<file path="src/rtl/ckey_led_toggle.sv">
// ckey_led_toggle: debounced key-to-LED controller.
// Each raw key pin is synchronised (two flops), debounced with a per-key
// stability counter, and turned into a debounced level plus a one-cycle
// press pulse. Every accepted press updates a latched LED state.
// Optional feature macro: CKEY_RADIO_EN
//   defined   -> radio-button mode (one lit LED at most, lowest index wins)
//   undefined -> independent per-key toggle
module ckey_led_toggle #(
    parameter int N_KEYS          = 4,
    parameter int DEBOUNCE_CYCLES = 1000000,
    parameter int CNT_W           = 20,
    parameter bit KEY_ACTIVE_LOW  = 1'b1,
    parameter bit LED_ACTIVE_LOW  = 1'b1
) (
    input  logic              clk,
    input  logic              rst,
    input  logic [N_KEYS:1]   ckey,
    output logic [1:N_KEYS]   led,
    output logic [N_KEYS:1]   key_level,
    output logic [N_KEYS:1]   key_press
);

    // Pin level that means "not pressed"; synchronisers start here.
    localparam logic [N_KEYS:1] KEY_RELEASED = {N_KEYS{KEY_ACTIVE_LOW}};
    // LED pin level that means "off".
    localparam logic [1:N_KEYS] LED_OFF      = {N_KEYS{LED_ACTIVE_LOW}};
    // Terminal count: the level is accepted on the cycle this value is seen.
    localparam logic [CNT_W-1:0] CNT_LAST    = CNT_W'(DEBOUNCE_CYCLES - 1);
    localparam logic [CNT_W-1:0] CNT_ONE     = CNT_W'(1);

    logic [N_KEYS:1]  s1_q;
    logic [N_KEYS:1]  s2_q;
    logic [N_KEYS:1]  p_s;
    logic [CNT_W-1:0] cnt_q [N_KEYS:1];
    logic [CNT_W-1:0] cnt_d [N_KEYS:1];
    logic [N_KEYS:1]  level_q;
    logic [N_KEYS:1]  level_d;
    logic [N_KEYS:1]  press_q;
    logic [N_KEYS:1]  press_d;
    logic [N_KEYS:1]  st_q;
    logic [N_KEYS:1]  st_d;
    logic [1:N_KEYS]  led_q;

    // Sampled pressed level: 1 = pressed, independent of pin polarity.
    assign p_s = s2_q ^ {N_KEYS{KEY_ACTIVE_LOW}};

    // Two-flop synchroniser for the asynchronous key pins.
    always_ff @(posedge clk or posedge rst) begin
        if (rst) begin
            s1_q <= KEY_RELEASED;
            s2_q <= KEY_RELEASED;
        end else begin
            s1_q <= ckey;
            s2_q <= s1_q;
        end
    end

    // Debounce next state: count consecutive cycles that disagree with the
    // accepted level; accept on the terminal count, restart on any agreement.
    always_comb begin
        level_d = level_q;
        press_d = '0;
        for (int i = 1; i <= N_KEYS; i++) begin
            cnt_d[i] = cnt_q[i];
            if (p_s[i] == level_q[i]) begin
                cnt_d[i] = '0;
            end else if (cnt_q[i] == CNT_LAST) begin
                level_d[i] = p_s[i];
                press_d[i] = p_s[i];
                cnt_d[i]   = '0;
            end else begin
                cnt_d[i] = cnt_q[i] + CNT_ONE;
            end
        end
    end

    // LED state next value, driven by the press pulses of this cycle.
    always_comb begin
        st_d = st_q;
`ifdef CKEY_RADIO_EN
        begin : radio_select
            logic found;
            found = 1'b0;
            for (int i = 1; i <= N_KEYS; i++) begin
                if (press_d[i] && !found) begin
                    found = 1'b1;
                    if (st_q[i]) begin
                        st_d = '0;
                    end else begin
                        st_d    = '0;
                        st_d[i] = 1'b1;
                    end
                end else begin
                    found = found;
                end
            end
        end
`else
        st_d = st_q ^ press_d;
`endif
    end

    // Debounce, press pulse, LED state and LED pin registers.
    always_ff @(posedge clk or posedge rst) begin
        if (rst) begin
            for (int i = 1; i <= N_KEYS; i++) begin
                cnt_q[i] <= '0;
            end
            level_q <= '0;
            press_q <= '0;
            st_q    <= '0;
            led_q   <= LED_OFF;
        end else begin
            for (int i = 1; i <= N_KEYS; i++) begin
                cnt_q[i] <= cnt_d[i];
                led_q[i] <= st_d[i] ^ LED_ACTIVE_LOW;
            end
            level_q <= level_d;
            press_q <= press_d;
            st_q    <= st_d;
        end
    end

    assign key_level = level_q;
    assign key_press = press_q;
    assign led       = led_q;

endmodule

</file>
<file path="config.mk">
export PLATFORM = sky130hd
export DESIGN_NAME = ckey_led_toggle
export DESIGN_NICKNAME = d
export VERILOG_FILES = /design/src/rtl/ckey_led_toggle.sv
export SDC_FILE = /design/constraint.sdc
export NUM_CORES = 1
export LEC_CHECK = 0
export BUFFER_PORTS_ARGS = -buffer_cell sky130_fd_sc_hd__buf_2
export CAP_MARGIN = 20
export CORE_MARGIN = 4
export CORE_UTILIZATION = 66
export CTS_CLUSTER_SIZE = 14
export DETAILED_ROUTE_END_ITERATION = 10
export PLACE_DENSITY = 0.89
export SLEW_MARGIN = 5
export SYNTH_ARGS = -nofsm -noshare
export SYNTH_HDL_FRONTEND = slang
export SYNTH_SLANG_ARGS = --single-unit
export TNS_END_PERCENT = 5
</file>
<file path="constraint.sdc">
create_clock -name clk -period 6.6 [get_ports clk]
set_input_delay 0.33 -clock clk [delete_from_list [all_inputs] [get_ports clk]]
set_output_delay 0.33 -clock clk [all_outputs]
set_load 0.02 [all_outputs]
</file>
==> results of run 1 <==
[worst paths after layout]
check,startpoint,to,slack [ns],cells after the start
worst max-delay path,cnt_q[35]$_DFF_PP0_,cnt_q[34]$_DFF_PP0_,4.09,4
worst min-delay path,ckey[3],s1_q[3]$_DFF_PP1_,0.05,1
worst max register to register,cnt_q[35]$_DFF_PP0_,cnt_q[34]$_DFF_PP0_,4.09,4
worst min register to register,s1_q[2]$_DFF_PP1_,s2_q[2]$_DFF_PP1_,0.35,0
max in group asynchronous,rst,key_press[3]$_DFF_PP0_,4.90,4
min in group asynchronous,rst,cnt_q[34]$_DFF_PP0_,0.53,3
[area by class of cell]
cell class              count  area share
repair buffers             22      0.0246
clock inverters             7     0.00883
inverters                  18      0.0134
multi-input cells         340       0.407
well taps                  99      0.0236
flip-flops and latches    104       0.499
clock buffers               9      0.0236
[metrics by stage]
| stage | hold slack [ns] | util | cells | area [um^2] | worst slack, ns |
|---|---|---|---|---|---|
| 3_3_place_gp | 0.346 | 0.700 | 581 | 5050 | 4.14 |
| 5_1_grt | 0.0280 | 0.727 | 599 | 5240 | 4.02 |
| 6_report | 0.0465 | 0.727 | 599 | 5240 | 4.09 |
| 3_5_place_dp | 0.347 | 0.702 | 582 | 5060 | 4.12 |
| 2_1_floorplan | 0.334 | - | 471 | 4860 | 3.56 |
| 4_1_cts | 0.0358 | 0.727 | 599 | 5240 | 4.10 |
[registers in the layout, indices dropped and copies added (netlist names)]
name / count
key_press: 4
st_q: 4
s2_q: 4
key_level: 4
s1_q: 4
cnt_q: 80
led: 4
[cell usage in the layout (no fill, tap or decap), drive strengths merged, types with 2 or more instances in the layout]
cell type	instances
or3	14
ha	4
nor3	11
or2	2
a31o	2
nor4b	7
and2	4
a21oi	24
or4	16
dfstp	12
nor4	12
buf	21
o21ai	17
xnor2	37
xor2	22
nand2	23
clkinv	5
and4	3
inv	20
clkbuf	9
nand4	18
o41ai	2
dfrtp	92
o31ai	14
nand3	34
and3	11
nor2	57
[routing by layer]
metal	GRT usage	wire (um)	up-vias
met1	0.292	3850	1757
met4	0.0794	227	0
met5	0	0	-
met2	0.371	4560	98
li1	-	-	1732
met3	0.0593	449	20
[worst max-delay path, delay by kind of cell, from the launching register on]
kind / cells / cell delay [ns]
DFF: 1 / 0.42
and+or+nand+nor: 2 / 1.09
AOI/OAI and AO/OA: 2 / 0.90
[cells by family after synthesis]
kind of cell / after synthesis
AOI/OAI and AO/OA: 62
adders and majority gates: 4
DFF: 104
buffers and inverters: 27
and+or+nand+nor: 215
xor gates and xnor gates: 59
[repair_timing]
action,in CTS,in global routing
hold endpoints to repair,14,0
hold buffers,1,0
setup endpoints to repair,0,0
[power groups by stage]
| stage | Combinational [uW] | Sequential, uW | Clock [uW] |
|---|---|---|---|
| floorplan | 28.3 | 666 | 0 |
| global placement | 36.2 | 668 | 0 |
| detailed placement | 38.3 | 668 | 0 |
| CTS | 39.0 | 656 | 362 |
| global route | 44.5 | 658 | 390 |
| finish | 38.2 | 656 | 356 |
==> flow_metrics.py, run 1 <==
metrics = {
    "power": {
        "power.static_leakage_uw": 0.00211,
        "pwr-share-comb": 0.036,
        "power.total_uw": 1050,
        "clock_power_share": 0.339,
        "cellInternalPower_uw": 796,
        "pwr-share-seq": 0.625,
        "vdd.ir_drop.worst_mv": 0.178,
        "netSwitchingFraction": 0.242,
        "power_density_nw_per_um2": 200,
        "power.net_switching_uw": 254,
    },
    "yosys": {
        "synth.mux.area_fraction": 0,
        "synth-xor-area-share": 0.106,
        "combinational_family_with_the_most_area_after_synthesis": "simple AND/OR/NAND/NOR gates",
        "syn-mean-instance-area_um2": 10.3,
        "netlist_area_um2": 4860,
        "synth.yosys.warnings": 0,
        "synth_top_cells_by_area": "sky130_fd_sc_hd__dfrtp_1 47%, sky130_fd_sc_hd__xnor2_1 6.7%, sky130_fd_sc_hd__dfstp_2 6.5%",
        "synthArstFlopShare": 1.00,
        "synth-edff-count": 0,
        "simple_gate_share_of_the_synthesized_area": 0.243,
        "synth-seq-area-share": 0.538,
        "netlist_top_cells_count": "92 x sky130_fd_sc_hd__dfrtp_1, 57 x sky130_fd_sc_hd__nor2_1, 37 x sky130_fd_sc_hd__xnor2_1, 33 x sky130_fd_sc_hd__nand3_1, 24 x sky130_fd_sc_hd__a21oi_1",
        "synth_top_flop_cell": "sky130_fd_sc_hd__dfrtp_1",
        "synth.largest_area_cell": "sky130_fd_sc_hd__dfrtp_1",
        "area_fraction_of_the_dominant_cell_type_after_synthesis": 0.473,
        "synthesized_net_count": 481,
        "synthAdderAreaFrac": 0.0103,
        "yosysUniqueCellTypes": 41,
        "synthMostInstantiatedCell": "sky130_fd_sc_hd__dfrtp_1",
        "cells_after_synthesis": 471,
        "synth-seq-cells": 104,
        "synth_compound_gate_area_share": 0.0792,
    },
    "clock_network": {
        "clk_root_buffer_cell": "sky130_fd_sc_hd__clkbuf_8",
        "clkLatencyLatePin_ns": 0.37,
        "post-cts-setup-buffers": 0,
        "cts_repair_resizes": 0,
        "tritoncts_clock_tree": "done",
        "cts-root-to-sink-buffers": 2,
        "clk_transition_reported_paths_ns": 0.10,
        "clock-sinks": 104,
        "cts_buffers": 9,
        "cts.htree.levels": 3,
    },
    "global_route": {
        "grt_pass1_wl_mm": 15.8,
        "global_route.usage.total": 0.226,
        "antenna_found_initial": 0,
        "grt_pass1_vias": 3430,
        "largest_net_degree_at_the_start_of_global_routing": 64,
        "global_route.overflow_total": 0,
    },
    "cells_and_area": {
        "antenna_cells": 0,
        "regArea_um2": 2620,
        "areaGrowthSynthToFinish_pct": 7.77,
        "footprint_of_the_multi_input_gates_um2": 2130,
        "design.final.nets": 505,
        "post_route_cells_drive_above_1_share": 0.130,
        "final.fill_count": 517,
    },
    "setup_path": {
        "critical_path.endpoint_type": "register",
        "signal_arrival_time_at_the_worst_endpoint_ns": 2.79,
        "path_cells": "or4b_1 -> or4_4 -> o21ai_2 -> o21ba_2",
        "cp-start-kind": "register",
        "critPathMaxStageDelay_ns": 0.65,
        "worst_path_max_delay_cell": "sky130_fd_sc_hd__o21ai_2",
        "worst-path-max-fanout": 20,
        "timing.setup.critical_path_class": "register to register",
        "worst_ep_required_time_ns": 6.88,
    },
    "flow_run": {
        "cap_viol_max_count": 0,
    },
    "detailed_routing": {
        "wl_per_cell_um": 15.2,
        "route.antenna.remaining_nets": 0,
        "drt-pass1-iter-count": 5,
        "drt_iter0_drc": 192,
        "postRouteWirelength_mm": 9.08,
        "remaining_drc_errors": 0,
        "via_count": 3607,
        "vias_per_cell": 6.02,
    },
    "placed_design": {
        "portBuffers": 17,
        "place_hpwl_mm": 6.23,
        "gp_congestion": 0.867,
    },
    "timing": {
        "timing.final.crit_share": 0.381,
        "fin_worst_skew_ns": 0.0137,
        "slew_viols_final": 0,
        "achievable-frequency_ghz": 0.398,
        "grt_setup_unrepaired": "false",
        "timing.final.crit_period_ns": 2.51,
        "slew_hr": 0.467,
        "setup_viol": 0,
        "final.setup.tns_ns": 0,
        "hold_viol": 0,
        "worst-slew-pin-transition_ns": 0.799,
    },
    "floorplanning": {
        "chip_height_um": 93.9,
        "core.rowCount": 31,
        "core_area_um2": 7210,
        "starting_density": 0.674,
        "design.portCount": 18,
        "die_x_um": 93.9,
        "fp.dieArea_um2": 8810,
    },
    "outcome": {
        "run_status": "completed",
    },
    "min_path": {
        "timing.hold.worst.class": "primary input to register",
    },
}
(Power assumes the default switching activity.)
==> run 2, diff against run 1 <==
Settings changed: CORE_UTILIZATION 66 to 61, PLACE_DENSITY 0.89 to 0.84.
Clock period 6.6 ns to 2.41 ns, I/O delays scaled along.
==> run 2 against run 1 <==
Global-route usage is 2.3 points lower; non-clock buffer count is 9 higher; sequential power grew to 2.7 times the previous value; sequential share of layout area is 1.4 points lower; utilization is 2.8 points lower; count of clock-buffer cells in the layout is 3 higher; critical path type unchanged.
==> flow_metrics.py, run 2 (same netlist as run 1, synthesis figures left out) <==
metrics = {
    "detailed_routing": {
        "drt_iter0_drc": 189,
        "remaining_drc_errors": 0,
        "vias_per_cell": 5.96,
        "wl_per_cell_um": 15.1,
        "postRouteWirelength_mm": 9.23,
        "drt-pass1-iter-count": 4,
        "via_count": 3644,
        "route.antenna.remaining_nets": 0,
    },
    "setup_path": {
        "path_cells": "or4b_1 -> or4_4 -> o21ai_2 -> buf_4 -> nor2_1",
        "signal_arrival_time_at_the_worst_endpoint_ns": 2.48,
        "critPathMaxStageDelay_ns": 0.57,
        "critical_path.endpoint_type": "register",
        "worst-r2r-cell-count": 5,
        "worst_ep_required_time_ns": 2.67,
        "worst_path_max_delay_cell": "sky130_fd_sc_hd__or4_4",
        "cp-start-kind": "register",
        "timing.setup.critical_path_class": "register to register",
        "worst-path-max-fanout": 10,
    },
    "global_route": {
        "antenna_found_initial": 0,
        "grt_pass1_wl_mm": 16.0,
        "global_route.usage.total": 0.203,
        "largest_net_degree_at_the_start_of_global_routing": 41,
        "global_route.overflow_total": 0,
        "grt_pass1_vias": 3549,
    },
    "cells_and_area": {
        "areaGrowthSynthToFinish_pct": 10.9,
        "final_cells": 611,
        "layout.cells.most_common": "sky130_fd_sc_hd__dfrtp_1",
        "post_route_cells_drive_above_1_share": 0.136,
        "registers.top_by_ff_count": "cnt_q",
        "regArea_um2": 2620,
        "footprint_of_the_multi_input_gates_um2": 2130,
        "final.fill_count": 556,
        "mostFrequentLayoutCells": "92 x sky130_fd_sc_hd__dfrtp_1, 57 x sky130_fd_sc_hd__nor2_1, 37 x sky130_fd_sc_hd__xnor2_1",
        "largest_register_ff_count": 80,
        "antenna_cells": 0,
        "design.final.nets": 514,
    },
    "clock_network": {
        "clock-sinks": 104,
        "cts_buffers": 9,
        "cts-root-to-sink-buffers": 2,
        "cts_repair_resizes": 0,
        "clk_root_buffer_cell": "sky130_fd_sc_hd__clkbuf_8",
        "clk_transition_reported_paths_ns": 0.10,
        "post-cts-setup-buffers": 0,
        "cts.htree.levels": 3,
        "tritoncts_clock_tree": "done",
        "clkLatencyLatePin_ns": 0.37,
        "holdBufCountCts": 5,
    },
    "outcome": {
        "run_status": "completed",
    },
    "floorplanning": {
        "core_area_um2": 7730,
        "design.portCount": 18,
        "chip_height_um": 97.3,
        "starting_density": 0.630,
        "fp.dieArea_um2": 9470,
        "core.rowCount": 32,
        "die_x_um": 97.3,
    },
    "timing": {
        "timing.final.crit_period_ns": 2.22,
        "grt_setup_unrepaired": "false",
        "setup_viol": 0,
        "worst-slew-pin-transition_ns": 0.848,
        "slew_hr": 0.433,
        "fin_worst_skew_ns": 0.0151,
        "slew_viols_final": 0,
        "hold_viol": 0,
        "final.setup.tns_ns": 0,
        "achievable-frequency_ghz": 0.450,
        "post_route_worst_hold_slack_ns": 0.361,
        "timing.final.crit_share": 0.922,
    },
    "placed_design": {
        "portBuffers": 17,
        "placed_cells_incl_taps": 590,
        "place_hpwl_mm": 6.33,
        "gp_congestion": 0.853,
    },
    "power": {
        "vdd.ir_drop.worst_mv": 0.387,
        "power.static_leakage_uw": 0.00217,
        "pwr-share-comb": 0.038,
        "power_density_nw_per_um2": 583,
        "power.net_switching_uw": 685,
        "pwr-share-seq": 0.571,
        "clock_power_share": 0.391,
        "cellInternalPower_uw": 2460,
        "netSwitchingFraction": 0.218,
    },
    "min_path": {
        "timing.hold.worst_path_depth": 0,
        "timing.hold.worst.class": "register to register",
    },
    "flow_run": {
        "cap_viol_max_count": 0,
    },
}
-- run 2: changes by cell type in the layout (fill, tap and decap cells not counted), sizes merged --
cell | previous run | this run
inv | 20 | 18
clkbuf | 9 | 12
bufinv | 0 | 2
clkinv | 5 | 0
buf | 21 | 26
dlygate4sd3 | 1 | 5
clkinvlp | 0 | 2
-- run 2: per-stage QoR --
| step | utilization | total power, uW | setup slack (ns) | cell area, um^2 |
|---|---|---|---|---|
| 3_5_place_dp | 0.662 | 1940 | 0.222 | 5110 |
| 3_3_place_gp | 0.662 | 1940 | 0.244 | 5110 |
| 2_1_floorplan | - | 1900 | 0.404 | 4870 |
| 5_1_grt | 0.698 | 3260 | 0.127 | 5400 |
| 6_report | 0.698 | 3150 | 0.188 | 5400 |
| 4_1_cts | 0.698 | 3170 | 0.215 | 5400 |
-- run 2: path summary, 6_finish.rpt --
check / start / endpoint / slack, ns
max in group asynchronous: rst / s1_q[4]$_DFF_PP1_ / 1.22
worst max register to register: cnt_q[35]$_DFF_PP0_ / cnt_q[28]$_DFF_PP0_ / 0.19
min in group asynchronous: rst / cnt_q[1]$_DFF_PP0_ / 0.46
worst min register to register: s1_q[4]$_DFF_PP1_ / s2_q[4]$_DFF_PP1_ / 0.36
worst max-delay path: cnt_q[35]$_DFF_PP0_ / cnt_q[28]$_DFF_PP0_ / 0.19
worst min-delay path: s1_q[4]$_DFF_PP1_ / s2_q[4]$_DFF_PP1_ / 0.36
-- run 2: layer usage --
metal	vias up	wire, um	track usage
met5	-	0	0
met4	0	107	0.0596
met1	1800	3970	0.268
met2	91	4730	0.341
met3	12	416	0.0424
li1	1741	-	-
-- run 2: layout make-up --
type,count,share of cell area
Tap cell,102,0.0237
Timing Repair Buffer,31,0.0399
Clock inverter,4,0.0141
Multi-Input combinational cell,340,0.395
Sequential cell,104,0.485
Clock buffer,12,0.0288
Inverter,18,0.0132
-- run 2: power groups by stage --
stage / Clock (uW) / Sequential [uW] / Combinational (uW)
2_1_floorplan: 0 / 1820 / 77.8
3_3_place_gp: 0 / 1830 / 110
3_5_place_dp: 0 / 1830 / 115
4_1_cts: 1250 / 1800 / 122
5_1_grt: 1320 / 1800 / 135
6_report: 1230 / 1800 / 119
-- run 2: worst max-delay path: cells and delay by family, from the launching register on --
| kind | cells | cell delay, ns |
|---|---|---|
| buffers and inverters | 1 | 0.24 |
| and+or+nand+nor | 3 | 1.17 |
| AOI/OAI and AO/OA | 1 | 0.30 |
| DFF | 1 | 0.43 |
==> run 3, diff against run 2 <==
Settings changed: PLACE_DENSITY 0.84 to 0.83.
==> run 3 against run 2 <==
Final cell count is 0.16% higher; worst hold slack better by 0.00075 ns; sequential share of layout area is 0.16 points higher; largest cell class unchanged; critical path type unchanged.
==> flow_metrics.py, run 3 (same netlist as run 1, synthesis figures left out) <==
metrics = {
    "outcome": {
        "run_status": "completed",
    },
    "clock_network": {
        "post-cts-setup-buffers": 0,
        "clk_transition_reported_paths_ns": 0.10,
        "cts.htree.levels": 3,
        "cts_repair_resizes": 0,
        "cts_buffers": 9,
        "tritoncts_clock_tree": "done",
        "clock-sinks": 104,
        "clkLatencyLatePin_ns": 0.37,
        "clk_root_buffer_cell": "sky130_fd_sc_hd__clkbuf_8",
        "cts-root-to-sink-buffers": 2,
    },
    "detailed_routing": {
        "remaining_drc_errors": 0,
        "vias_per_cell": 5.92,
        "via_count": 3624,
        "drt_iter0_drc": 131,
        "wl_per_cell_um": 15.0,
        "postRouteWirelength_mm": 9.18,
        "route.antenna.remaining_nets": 0,
        "drt-pass1-iter-count": 4,
    },
    "placed_design": {
        "gp_congestion": 0.818,
        "portBuffers": 17,
        "place_hpwl_mm": 6.35,
        "placed_cells_incl_taps": 591,
        "postPlaceCellArea_um2": 5120,
    },
    "setup_path": {
        "crit_path_start": "cnt_q[35]$_DFF_PP0_",
        "timing.setup.critical_path_class": "register to register",
        "worst-path-max-fanout": 9,
        "worst-r2r-setup-slack_ns": 0.13,
        "worst-r2r-cell-count": 5,
        "worst_ep_required_time_ns": 2.67,
        "critical_path.reg2reg.endpoint": "cnt_q[26]$_DFF_PP0_",
        "timing.rr.start": "cnt_q[35]$_DFF_PP0_",
        "critical_path.endpoint_type": "register",
        "worstSetupEndpoint": "cnt_q[26]$_DFF_PP0_",
        "signal_arrival_time_at_the_worst_endpoint_ns": 2.53,
        "cp-start-kind": "register",
    },
    "power": {
        "pwr-share-seq": 0.592,
        "power.static_leakage_uw": 0.00216,
        "netSwitchingFraction": 0.224,
        "power.net_switching_uw": 681,
        "vdd.ir_drop.worst_mv": 0.340,
        "cellInternalPower_uw": 2360,
        "pwr-share-comb": 0.039,
        "clock_power_share": 0.369,
        "power_density_nw_per_um2": 565,
    },
    "timing": {
        "slew_viols_final": 0,
        "hold_viol": 0,
        "post_route_worst_hold_slack_ns": 0.361,
        "fin_worst_skew_ns": 0.0100,
        "timing.final.crit_share": 0.944,
        "timing.final.crit_period_ns": 2.28,
        "worst-slew-pin-transition_ns": 0.591,
        "final.setup.tns_ns": 0,
        "setup_viol": 0,
        "achievable-frequency_ghz": 0.439,
        "slew_hr": 0.605,
        "grt_setup_unrepaired": "false",
    },
    "floorplanning": {
        "chip_height_um": 97.3,
        "fp.dieArea_um2": 9470,
        "core.rowCount": 32,
        "die_x_um": 97.3,
        "design.portCount": 18,
        "core_area_um2": 7730,
        "starting_density": 0.630,
    },
    "cells_and_area": {
        "mostFrequentLayoutCells": "92 x sky130_fd_sc_hd__dfrtp_1, 57 x sky130_fd_sc_hd__nor2_1, 37 x sky130_fd_sc_hd__xnor2_1",
        "largest_register_ff_count": 80,
        "regArea_um2": 2620,
        "final_area_um2": 5380,
        "final.fill_count": 555,
        "design.final.nets": 515,
        "registers.top_by_ff_count": "cnt_q",
        "areaGrowthSynthToFinish_pct": 10.5,
        "final_cells": 612,
        "post_route_cells_drive_above_1_share": 0.137,
        "antenna_cells": 0,
        "footprint_of_the_multi_input_gates_um2": 2130,
        "layout.cells.most_common": "sky130_fd_sc_hd__dfrtp_1",
    },
    "global_route": {
        "grt_pass1_vias": 3656,
        "largest_net_degree_at_the_start_of_global_routing": 50,
        "global_route.overflow_total": 0,
        "grt_pass1_wl_mm": 16.3,
        "antenna_found_initial": 0,
        "global_route.usage.total": 0.206,
    },
    "flow_run": {
        "cap_viol_max_count": 0,
    },
    "min_path": {
        "timing.hold.worst.class": "primary input to asynchronous set/reset pin",
    },
}
==> run 3: cell types whose count changed in the layout (fill, tap and decap cells not counted), sizes merged <==
cell | before | now
clkinv | 0 | 1
buf | 26 | 27
bufinv | 2 | 1
==> run 3: worst min path at each step <==
stage / depth (start not counted) / end / start
2_1_floorplan: 0 / s1_q[1]$_DFF_PP1_ / ckey[1]
3_5_place_dp: 2 / cnt_q[48]$_DFF_PP0_ / rst
5_1_grt: 0 / s2_q[1]$_DFF_PP1_ / s1_q[1]$_DFF_PP1_
3_3_place_gp: 2 / cnt_q[48]$_DFF_PP0_ / rst
4_1_cts: 3 / key_level[2]$_DFFE_PP0P_ / rst
6_report: 3 / key_level[2]$_DFFE_PP0P_ / rst
==> run 3: power groups by stage <==
stage | Combinational [uW] | Sequential [uW] | Clock [uW]
final | 119 | 1800 | 1120
after detailed placement | 116 | 1830 | 0
after floorplan | 77.8 | 1820 | 0
after global placement | 111 | 1830 | 0
after global routing | 138 | 1800 | 1230
after CTS | 122 | 1800 | 1140
==> run 3: worst max-delay path: stages, from the launching register on <==
cell	delay (ns)
sky130_fd_sc_hd__dfrtp_1	0.43
sky130_fd_sc_hd__or4b_1	0.53
sky130_fd_sc_hd__or4_4	0.57
sky130_fd_sc_hd__o21ai_2	0.36
sky130_fd_sc_hd__buf_4	0.22
sky130_fd_sc_hd__nor2_1	0.06
==> run 3: metal layers <==
metal | wire, um | vias to the layer above | global-route usage
met5 | 0 | - | 0
met4 | 231 | 0 | 0.0884
met3 | 308 | 24 | 0.0373
met2 | 4420 | 77 | 0.336
met1 | 4210 | 1779 | 0.272
li1 | - | 1744 | -
==> run 3: per-stage QoR <==
| step | setup slack, ns | total power, uW | util |
|---|---|---|---|
| 5_1_grt | 0.0658 | 3170 | 0.696 |
| 3_3_place_gp | 0.210 | 1940 | 0.663 |
| 4_1_cts | 0.156 | 3060 | 0.696 |
| 2_1_floorplan | 0.404 | 1900 | - |
| 3_5_place_dp | 0.179 | 1950 | 0.663 |
| 6_report | 0.134 | 3040 | 0.696 |
==> run 3: final cells by class <==
class                           count  share of cell area
Multi-Input combinational cell    340               0.396
Clock buffer                       12              0.0289
Inverter                           18              0.0133
Tap cell                          102              0.0237
Timing Repair Buffer               32              0.0414
Clock inverter                      4             0.00954
Sequential cell                   104               0.487
==> run 3: what timing repair did <==
action / 4_1_cts / 5_1_grt
hold buffers: 5 / 0
setup endpoints to repair: 0 / 0
hold endpoints to repair: 23 / 0
